[src/rtl/ram_arbiter.sv]
// Round-robin arbiter sharing one single-port synchronous RAM between two clients.
// Define RAM_ARBITER_INIT_EN to build the post-reset RAM clear sequence (Busy high meanwhile).
module ram_arbiter #(
  parameter int N = 16,
  parameter int M = 6
) (
  input  logic         Clock,
  input  logic         Reset,
  input  logic         Req0,
  input  logic         Req1,
  input  logic         We0,
  input  logic         We1,
  input  logic [M-1:0] A0,
  input  logic [M-1:0] A1,
  input  logic [N-1:0] D0,
  input  logic [N-1:0] D1,
  output logic         Gnt0,
  output logic         Gnt1,
  output logic         Rvalid0,
  output logic         Rvalid1,
  output logic [N-1:0] Rdata,
  output logic         Busy,
  output logic         RamWE,
  output logic [M-1:0] RamA,
  output logic [N-1:0] RamD,
  input  logic [N-1:0] RamQ
);

  logic         run_s;
  logic         init_s;
  logic [M-1:0] clr_addr_s;
  logic         last_r;
  logic         rvalid0_r;
  logic         rvalid1_r;
  logic         gnt0_s;
  logic         gnt1_s;
  logic         ram_we_s;
  logic [M-1:0] ram_a_s;
  logic [N-1:0] ram_d_s;

`ifdef RAM_ARBITER_INIT_EN
  typedef enum logic {ST_INIT = 1'b0, ST_RUN = 1'b1} state_t;

  state_t       state_r;
  state_t       state_s;
  logic [M:0]   cnt_r;
  logic [M:0]   cnt_s;

  // State register and clear counter
  always_ff @(posedge Clock or negedge Reset) begin
    if (!Reset) begin
      state_r <= ST_INIT;
      cnt_r   <= {(M+1){1'b0}};
    end else begin
      state_r <= state_s;
      cnt_r   <= cnt_s;
    end
  end

  // Clear sequencing: leave INIT once the last address has been written
  always_comb begin
    state_s = state_r;
    cnt_s   = cnt_r;
    case (state_r)
      ST_INIT: begin
        cnt_s = cnt_r + {{M{1'b0}}, 1'b1};
        if (cnt_r[M-1:0] == {M{1'b1}}) begin
          state_s = ST_RUN;
        end else begin
          state_s = ST_INIT;
        end
      end
      ST_RUN:  state_s = ST_RUN;
      default: state_s = ST_INIT;
    endcase
  end

  assign init_s     = (state_r == ST_INIT);
  assign run_s      = (state_r == ST_RUN);
  assign clr_addr_s = cnt_r[M-1:0];
  assign Busy       = init_s;
`else
  assign init_s     = 1'b0;
  assign run_s      = 1'b1;
  assign clr_addr_s = {M{1'b0}};
  assign Busy       = 1'b0;
`endif

  // Grant selection; Last names the port that must yield under contention
  always_comb begin
    gnt0_s = 1'b0;
    gnt1_s = 1'b0;
    if (Reset && run_s) begin
      if (Req0 && Req1) begin
        if (last_r) begin
          gnt0_s = 1'b1;
        end else begin
          gnt1_s = 1'b1;
        end
      end else if (Req0) begin
        gnt0_s = 1'b1;
      end else if (Req1) begin
        gnt1_s = 1'b1;
      end else begin
        gnt0_s = 1'b0;
      end
    end else begin
      gnt0_s = 1'b0;
    end
  end

  // RAM port mux: clear writes, then granted port, otherwise quiet zeros
  always_comb begin
    ram_we_s = 1'b0;
    ram_a_s  = {M{1'b0}};
    ram_d_s  = {N{1'b0}};
    if (init_s) begin
      ram_we_s = Reset;
      ram_a_s  = clr_addr_s;
    end else if (gnt0_s) begin
      ram_we_s = We0;
      ram_a_s  = A0;
      ram_d_s  = D0;
    end else if (gnt1_s) begin
      ram_we_s = We1;
      ram_a_s  = A1;
      ram_d_s  = D1;
    end else begin
      ram_we_s = 1'b0;
    end
  end

  // Priority pointer and read-valid strobes
  always_ff @(posedge Clock or negedge Reset) begin
    if (!Reset) begin
      last_r    <= 1'b1;
      rvalid0_r <= 1'b0;
      rvalid1_r <= 1'b0;
    end else begin
      if (gnt0_s) begin
        last_r <= 1'b0;
      end else if (gnt1_s) begin
        last_r <= 1'b1;
      end else begin
        last_r <= last_r;
      end
      rvalid0_r <= gnt0_s & ~We0;
      rvalid1_r <= gnt1_s & ~We1;
    end
  end

  assign Gnt0    = gnt0_s;
  assign Gnt1    = gnt1_s;
  assign RamWE   = ram_we_s;
  assign RamA    = ram_a_s;
  assign RamD    = ram_d_s;
  assign Rvalid0 = rvalid0_r;
  assign Rvalid1 = rvalid1_r;
  assign Rdata   = RamQ;

endmodule

[config.mk]
export PLATFORM = sky130hd
export DESIGN_NAME = ram_arbiter
export DESIGN_NICKNAME = d
export VERILOG_FILES = /design/src/rtl/ram_arbiter.sv
export SDC_FILE = /design/constraint.sdc
export NUM_CORES = 1
export LEC_CHECK = 0
export CORE_MARGIN = 3
export CORE_UTILIZATION = 25
export CTS_BUF_LIST = sky130_fd_sc_hd__clkbuf_8
export DETAILED_ROUTE_END_ITERATION = 8
export DONT_BUFFER_PORTS = 1
export PLACE_DENSITY = 0.39
export SETUP_SLACK_MARGIN = 0.1
export SLEW_MARGIN = 20
export SYNTH_ARGS = -nofsm -noshare
export SYNTH_HDL_FRONTEND = slang
export SYNTH_SLANG_ARGS = --single-unit
[constraint.sdc]
create_clock -name Clock -period 1.35 [get_ports Clock]
set_input_delay 0.27 -clock Clock [delete_from_list [all_inputs] [get_ports Clock]]
set_output_delay 0.27 -clock Clock [all_outputs]
set_load 0.02 [all_outputs]
Word level (Yosys, flattened, before mapping)
Index checks and enable logic that the tools add are counted.
{ "word_totals": {"reg_bits": 3, "input_bits": 66} }
{ "classes": {"n_mux": 17, "bitwise": 4, "n_reduce_logical": 2} }
{ "ops": {"columns": ["cell", "count"], "rows": [
  ["two-way mux 16 bit", 2],
  ["two-way mux 1 bit", 13],
  ["two-way mux 6 bit", 2],
  ["bitwise AND 1 bit", 2],
  ["inverter 1 bit", 2],
  ["nonzero test 2 bit", 1],
  ["logical AND 1 bit", 1]
]} }

Depth between registers and ports, before layout
Gate-level depths: netlist of run 1.
{ "logic_depth": {"ltp_word": 6, "mapped_depth": 4, "depth_no_buf": 3} }

Worst setup path after synthesis of run 1
OpenSTA, ideal clock, no wires.
{ "synth_path": {"path_kind": "reg2out", "startpoint": "register last_r", "endpoint": "output RamD[10]", "arrival_ns": 1.145, "required_ns": 1.080, "path_slack_ns": -0.065, "path_stages_with_launch": 4, "path_buffers": 1, "cell_sequence": "dfstp_2 o21ai_4 buf_6 o22ai_1"} }
{ "synth_between": {"elab_chain_cells": 5} }
{ "synth_rtl": {"columns": ["element", "line", "source"], "rows": [
  ["start: declaration", "32", "logic last_r;"],
  ["start signal: assignment", "145", "last_r <= last_r;"],
  ["two-way mux 1 bit", "95", "if (last_r) begin"],
  ["two-way mux 1 bit", "94", "if (Req0 && Req1) begin"],
  ["two-way mux 1 bit", "93", "if (Reset && run_s) begin"],
  ["two-way mux 16 bit", "124", "end else if (gnt1_s) begin"],
  ["two-way mux 16 bit (*)", "120", "end else if (gnt0_s) begin"],
  ["end: declaration", "25", "output logic [N-1:0] RamD,"]
]} }
Every way passes the cells marked *; elsewhere a longest branch is shown, timed or not.

Final worst setup path of run 1
{ "layout_path": {"startpoint": "register last_r", "endpoint": "output RamA[0]"} }
{ "layout_between": {"elab_chain_cells": 5} }
{ "layout_rtl": {"columns": ["element", "line", "source"], "rows": [
  ["two-way mux 1 bit", "95", null],
  ["two-way mux 1 bit", "94", null],
  ["two-way mux 1 bit", "93", null],
  ["two-way mux 6 bit", "124", null],
  ["two-way mux 6 bit (*)", "120", null],
  ["end: declaration", "24", "output logic [M-1:0] RamA,"]
]} }
Marks and branches as above.

==> impl_metrics.tcl, run 1 <==
set metrics [dict create \
    routed_wl_um 2210 \
    htreeDepth 1 \
    muxShareOfSynthArea 0 \
    yosys.area.top_type "nand2_1" \
    drv_cap 0 \
    synth-adder-area-share 0 \
    post-route-min-period_ns 1.55 \
    place.gp.congestion 0.726 \
    ys_top_cells_by_area "nand2_1 (27%), buf_4 (23%), o22ai_1 (22%)" \
    synth.top_cells.by_count "nand2_1 (47), o22ai_1 (23), buf_4 (20)" \
    hold_class "input pin to flop" \
    regArea_um2 76.3 \
    endpoint_kind "output port" \
    post-route-util 0.432 \
    fillers 254 \
    areaGrowthSynthToFinish_pct 55.5 \
    p_leak_nw 0.349 \
    drc 0 \
    track_usage 0.130 \
    min_from "Req0" \
    synth_xor_area_frac 0 \
    cp-startpoint "last_r" \
    yosysSeqAreaShare 0.118 \
    timing.fmax_mhz 644 \
    worst_ep_arrival_time_ns 1.28 \
    grt_pass1_vias 708 \
    critPathMaxStageDelay_ns 0.56 \
    start_util 0.278 \
    syn_inst 110 \
    drive_gt1_frac 0.400 \
    period_share 1.15 \
    clk_latency_ns 0.21 \
    avgSynthCellArea_um2 5.90 \
    status "finished with violations" \
    io_pins 110 \
    yosysUniqueCellTypes 18 \
    setup_ws_ns -0.202 \
    critPathSlowestCell "dfstp_2" \
    dieArea_um2 3250 \
    yosys_warnings 0 \
    fp.dieH_um 57.0 \
    crit_buf_inv 1 \
    ir_drop_uv 411 \
    cts_root_buf "clkbuf_8" \
    port_buffers 0 \
    antenna_found_initial 0 \
    clk_pin_slew_ns 0.03 \
    cp.required_ns 1.08 \
    yosysTopAreaCellShare 0.272 \
    synth_nets 176 \
    vias 679 \
    slew_viol_final 0 \
    first_pass_iters 4 \
    yosysMostFrequentCell "nand2_1" \
    grt_max_degree 51 \
    worstPathMaxFanout 11 \
    yosys.area_share.simple 0.308 \
    rows 17 \
    design_area_um2 1010 \
    cts_max_path_buffers 2 \
    reg2reg_from "last_r" \
    wl_per_cell_um 17.3 \
    grt_setup_unrepaired "true" \
    grt_first_pass_wirelength_um 3440 \
    drtIter0Drc 2 \
    cts_tree "built" \
    cts_sinks 3 \
    cp_cell_sequence "o21ai_4 -> buf_12 -> o22ai_4" \
    synth_compound_area_frac 0.264 \
    dp_hpwl_um 1610 \
    critical_path.top_delay_family "flip-flops" \
    numCtsBuffers 3 \
    ys_ff_latch 3 \
    synth_area_um2 649 \
    grt-ovfl-total 0 \
    crit_path_start_kind "flop" \
    setup_viol 25 \
    diodes 0 \
    hold_viol 0 \
    fin_skew_ns 0.00114 \
    core_um2 2340 \
    synthArstFlopShare 1.00 \
    multiInputGateArea_um2 668 \
    synth-edff-count 0 \
    setup.worst_path.class "flop to output port" \
    synth_top_family_by_area "simple AND/OR/NAND/NOR gates" \
    drtAntennaViolNets 0 \
    layout.nets 167 \
    power.density_nw_per_um2 858 \
    synth_ff_type "dfrtp_1" \
    violations "setup timing" \
    die_w_um 57.0 \
    vias_per_cell 5.30 \
    dpl_cell_area_um2 741 \
]
## final cells by class
type	count	area share
sequential	3	0.0756
tap	28	0.0347
clock inverter	1	0.00372
clock buffer	3	0.0409
timing repair buffer	12	0.176
multi-input combinational	79	0.662
inverter	2	0.00743
## worst reg2reg max path: stages (launching register included)
cell	delay [ns]
dfstp_2	0.56
nand2_2	0.10
nand2_8	0.12
clkbuf_16	0.17
nor3_1	0.05
## stage by stage
step	instances	worst slack (ns)	TNS, ns	power (W)	hold WS [ns]
global route	128	-0.260	-6.00	0.000926	0.117
floorplan	110	0.0192	0	0.000487	-0.0256
CTS	126	-0.229	-5.27	0.000843	0.122
global placement	121	-0.0244	-0.230	0.000471	-0.0249
detailed placement	121	-0.0298	-0.418	0.000477	-0.0249
finish	128	-0.202	-4.64	0.000866	0.126
## metal layers
metal / vias up / share of wire / track usage
li1: 332 / - / -
met1: 283 / 0.34 / 0.135
met2: 62 / 0.49 / 0.227
met3: 2 / 0.16 / 0.0701
met4: 0 / 0.0072 / 0.0397
met5: - / 0 / 0
## registers in the layout, indices dropped and copies added (netlist names)
name	count
Rvalid0	1
Rvalid1	1
last_r	1
## worst paths after layout
path                           end  slack, ns  cells past startpoint
min in group asynchronous  Rvalid0       0.31                      1
hold reg to reg             last_r       0.67                      3
hold / removal              last_r       0.13                      1
setup / recovery           RamA[0]      -0.20                      3
max in group asynchronous   last_r       0.82                      1
setup reg to reg           Rvalid1       0.23                      4
## cell usage in the layout (no fill, tap or decap)
cell type	count
o21ai_4	1
nor3_1	2
clkbuf_16	2
dlygate4sd3_1	1
nand2_2	1
dfrtp_1	2
nand2_1	46
nand2_8	1
inv_2	1
nor2_4	2
o22ai_4	19
inv_1	2
o22ai_1	4
dfstp_2	1
conb_1	1
a21oi_1	1
buf_12	4
a31oi_1	1
buf_4	5
clkbuf_8	3
## where the power goes
group | total (W) | switching [W] | internal [W]
combinational | 0.000499 | 0.000288 | 0.000212
clock | 0.000250 | 0.0000566 | 0.000193
sequential | 0.000117 | 0.0000128 | 0.000104
## timing repair
| item | CTS | global route |
|---|---|---|
| gates resized for setup | 21 | 2 |
| setup endpoints to repair | 25 | 25 |
| cloned | 0 | 2 |
| pin swaps | 5 | 15 |
| hold buffers | 1 | 0 |
| endpoints found under the hold margin | 3 | 0 |
| buffers inserted | 0 | 0 |
## cell families (layout without fill, tap and decap cells)
kind of cell / count (synthesis) / in the layout
compound gates: 26 / 26
buf+inv: 28 / 18
flops: 3 / 3
other cells: 1 / 1
simple gates: 52 / 52
Power figures use the tool's default switching activity.
==> run 2, diff against run 1 <==
--- a/config.mk
+++ b/config.mk
@@ -5,13 +5,14 @@
 export SDC_FILE = /design/constraint.sdc
 export NUM_CORES = 1
 export LEC_CHECK = 0
+export CAP_MARGIN = 20
 export CORE_MARGIN = 3
 export CORE_UTILIZATION = 25
 export CTS_BUF_LIST = sky130_fd_sc_hd__clkbuf_8
 export DETAILED_ROUTE_END_ITERATION = 8
 export DONT_BUFFER_PORTS = 1
 export PLACE_DENSITY = 0.39
-export SETUP_SLACK_MARGIN = 0.1
+export SETUP_SLACK_MARGIN = 0.3
 export SLEW_MARGIN = 20
 export SYNTH_ARGS = -nofsm -noshare
 export SYNTH_HDL_FRONTEND = slang
==> run 2 against run 1 <==
  * The run still ends with setup timing left
  * Sequential share of layout area increased by 0.49 points
  * Largest power group unchanged
  * Wire length decreased by 11%
  * Total power decreased by 5.1%
  * Cell count decreased by 1.6%
  * Clock skew about the same
  * Sequential power about the same
  * Register-to-register slack got worse by 0.04 ns
  * Highest routed layer unchanged
  * Worst hold slack about the same
==> impl_metrics.tcl, run 2 (synthesis gave the netlist of run 1 again) <==
set metrics [dict create \
    port_buffers 0 \
    diodes 0 \
    setup_ws_ns -0.215 \
    grt-ovfl-total 0 \
    fin_skew_ns 0.00139 \
    endpoint_kind "output port" \
    cts_max_path_buffers 2 \
    power.total_w 0.000822 \
    wl_per_cell_um 15.7 \
    vias 675 \
    setup.worst_path.class "flop to output port" \
    cp.required_ns 1.08 \
    whs_ns 0.126 \
    cts_tree "built" \
    timing.fmax_mhz 639 \
    hold_viol 0 \
    io_pins 110 \
    routed_wl_um 1980 \
    drc 0 \
    seqPwrFrac 0.142 \
    combPwrFrac 0.557 \
    ir_drop_uv 477 \
    status "finished with violations" \
    clockPowerShare 0.302 \
    fp.dieH_um 57.0 \
    htreeDepth 1 \
    sw_frac_of_total 0.419 \
    grt_pass1_vias 680 \
    hold_class "input pin to flop" \
    dieArea_um2 3250 \
    track_usage 0.115 \
    tns_ns -4.97 \
    crit_path_start_kind "flop" \
    numCtsBuffers 3 \
    vias_per_cell 5.36 \
    clk_pin_slew_ns 0.03 \
    start_util 0.278 \
    setup_viol 25 \
    rows 17 \
    violations "setup timing" \
    drive_gt1_frac 0.378 \
    post-route-min-period_ns 1.57 \
    final_common_cell "nand2_1" \
    place.gp.congestion 0.801 \
    worstPathMaxFanout 9 \
    pre_cts_ws_ns -0.00139 \
    antenna_found_initial 0 \
    p_leak_nw 0.324 \
    p_switching_w 0.000345 \
    cts_sinks 3 \
    first_pass_iters 2 \
    clk_latency_ns 0.21 \
    layout.nets 165 \
    core_um2 2340 \
    final_cell_mix "nand2_1 (47), o22ai_4 (19), buf_4 (5)" \
    grt_first_pass_wirelength_um 3080 \
    areaGrowthSynthToFinish_pct 46.1 \
    power.density_nw_per_um2 866 \
    period_share 1.16 \
    drtIter0Drc 34 \
    postCtsSetupBuffers 0 \
    drv_cap 0 \
    drtAntennaViolNets 0 \
    dp_hpwl_um 1610 \
    p_int_w 0.000477 \
    die_w_um 57.0 \
    grt_max_degree 51 \
    grt_setup_unrepaired "true" \
    worst_ep_arrival_time_ns 1.30 \
    slew_viol_final 0 \
    cts_root_buf "clkbuf_8" \
]
==> run 2: final timing paths <==
kind | from | to | slack (ns) | cells after the start
worst max-delay path | last_r | RamD[10] | -0.22 | 3
worst min-delay path | Req0 | last_r | 0.13 | 1
worst max register to register | last_r | Rvalid1 | 0.19 | 4
worst min register to register | last_r | last_r | 0.55 | 2
max in group asynchronous | Reset | last_r | 0.81 | 1
min in group asynchronous | Reset | Rvalid1 | 0.32 | 1
==> run 2: through the flow <==
stage	instances	cell area, µm²	utilization
floorplan	110	953	-
global placement	121	888	0.380
detailed placement	121	888	0.380
CTS	126	948	0.405
global route	126	948	0.405
finish	126	948	0.405
==> run 2: area by class of cell <==
type / count / area (µm²)
Clock buffer: 3 / 41.3
Multi-Input combinational cell: 79 / 657
Clock inverter: 1 / 3.75
Fill cell: 252 / 1390
Tap cell: 28 / 35.0
Inverter: 2 / 7.51
Timing Repair Buffer: 10 / 128
Sequential cell: 3 / 76.3
==> run 2: layer usage <==
layer  up-vias  global-route usage  part of all wire
li1        329                   -                 -
met1       281               0.125              0.31
met2        57               0.202              0.52
met3         8              0.0385              0.15
met4         0              0.0464             0.016
met5         -                   0                 0
==> run 2: what timing repair did <==
item,CTS,global route
hold buffers,1,0
setup endpoints to repair,27,27
endpoints found under the hold margin,3,0
resized for setup,1,0
==> run 2: power by group through the flow <==
stage | logic, W | clock network (W) | registers (W)
detailed placement | 0.000458 | 0 | 0.000117
finish | 0.000458 | 0.000248 | 0.000116
floorplan | 0.000485 | 0 | 0.000116
CTS | 0.000467 | 0.000257 | 0.000116
global placement | 0.000454 | 0 | 0.000117
global route | 0.000487 | 0.000266 | 0.000118
==> run 2: worst max-delay path, stage by stage (launching register included) <==
cell	delay (ns)
dfstp_2	0.56
o21ai_4	0.11
buf_12	0.18
o22ai_4	0.23
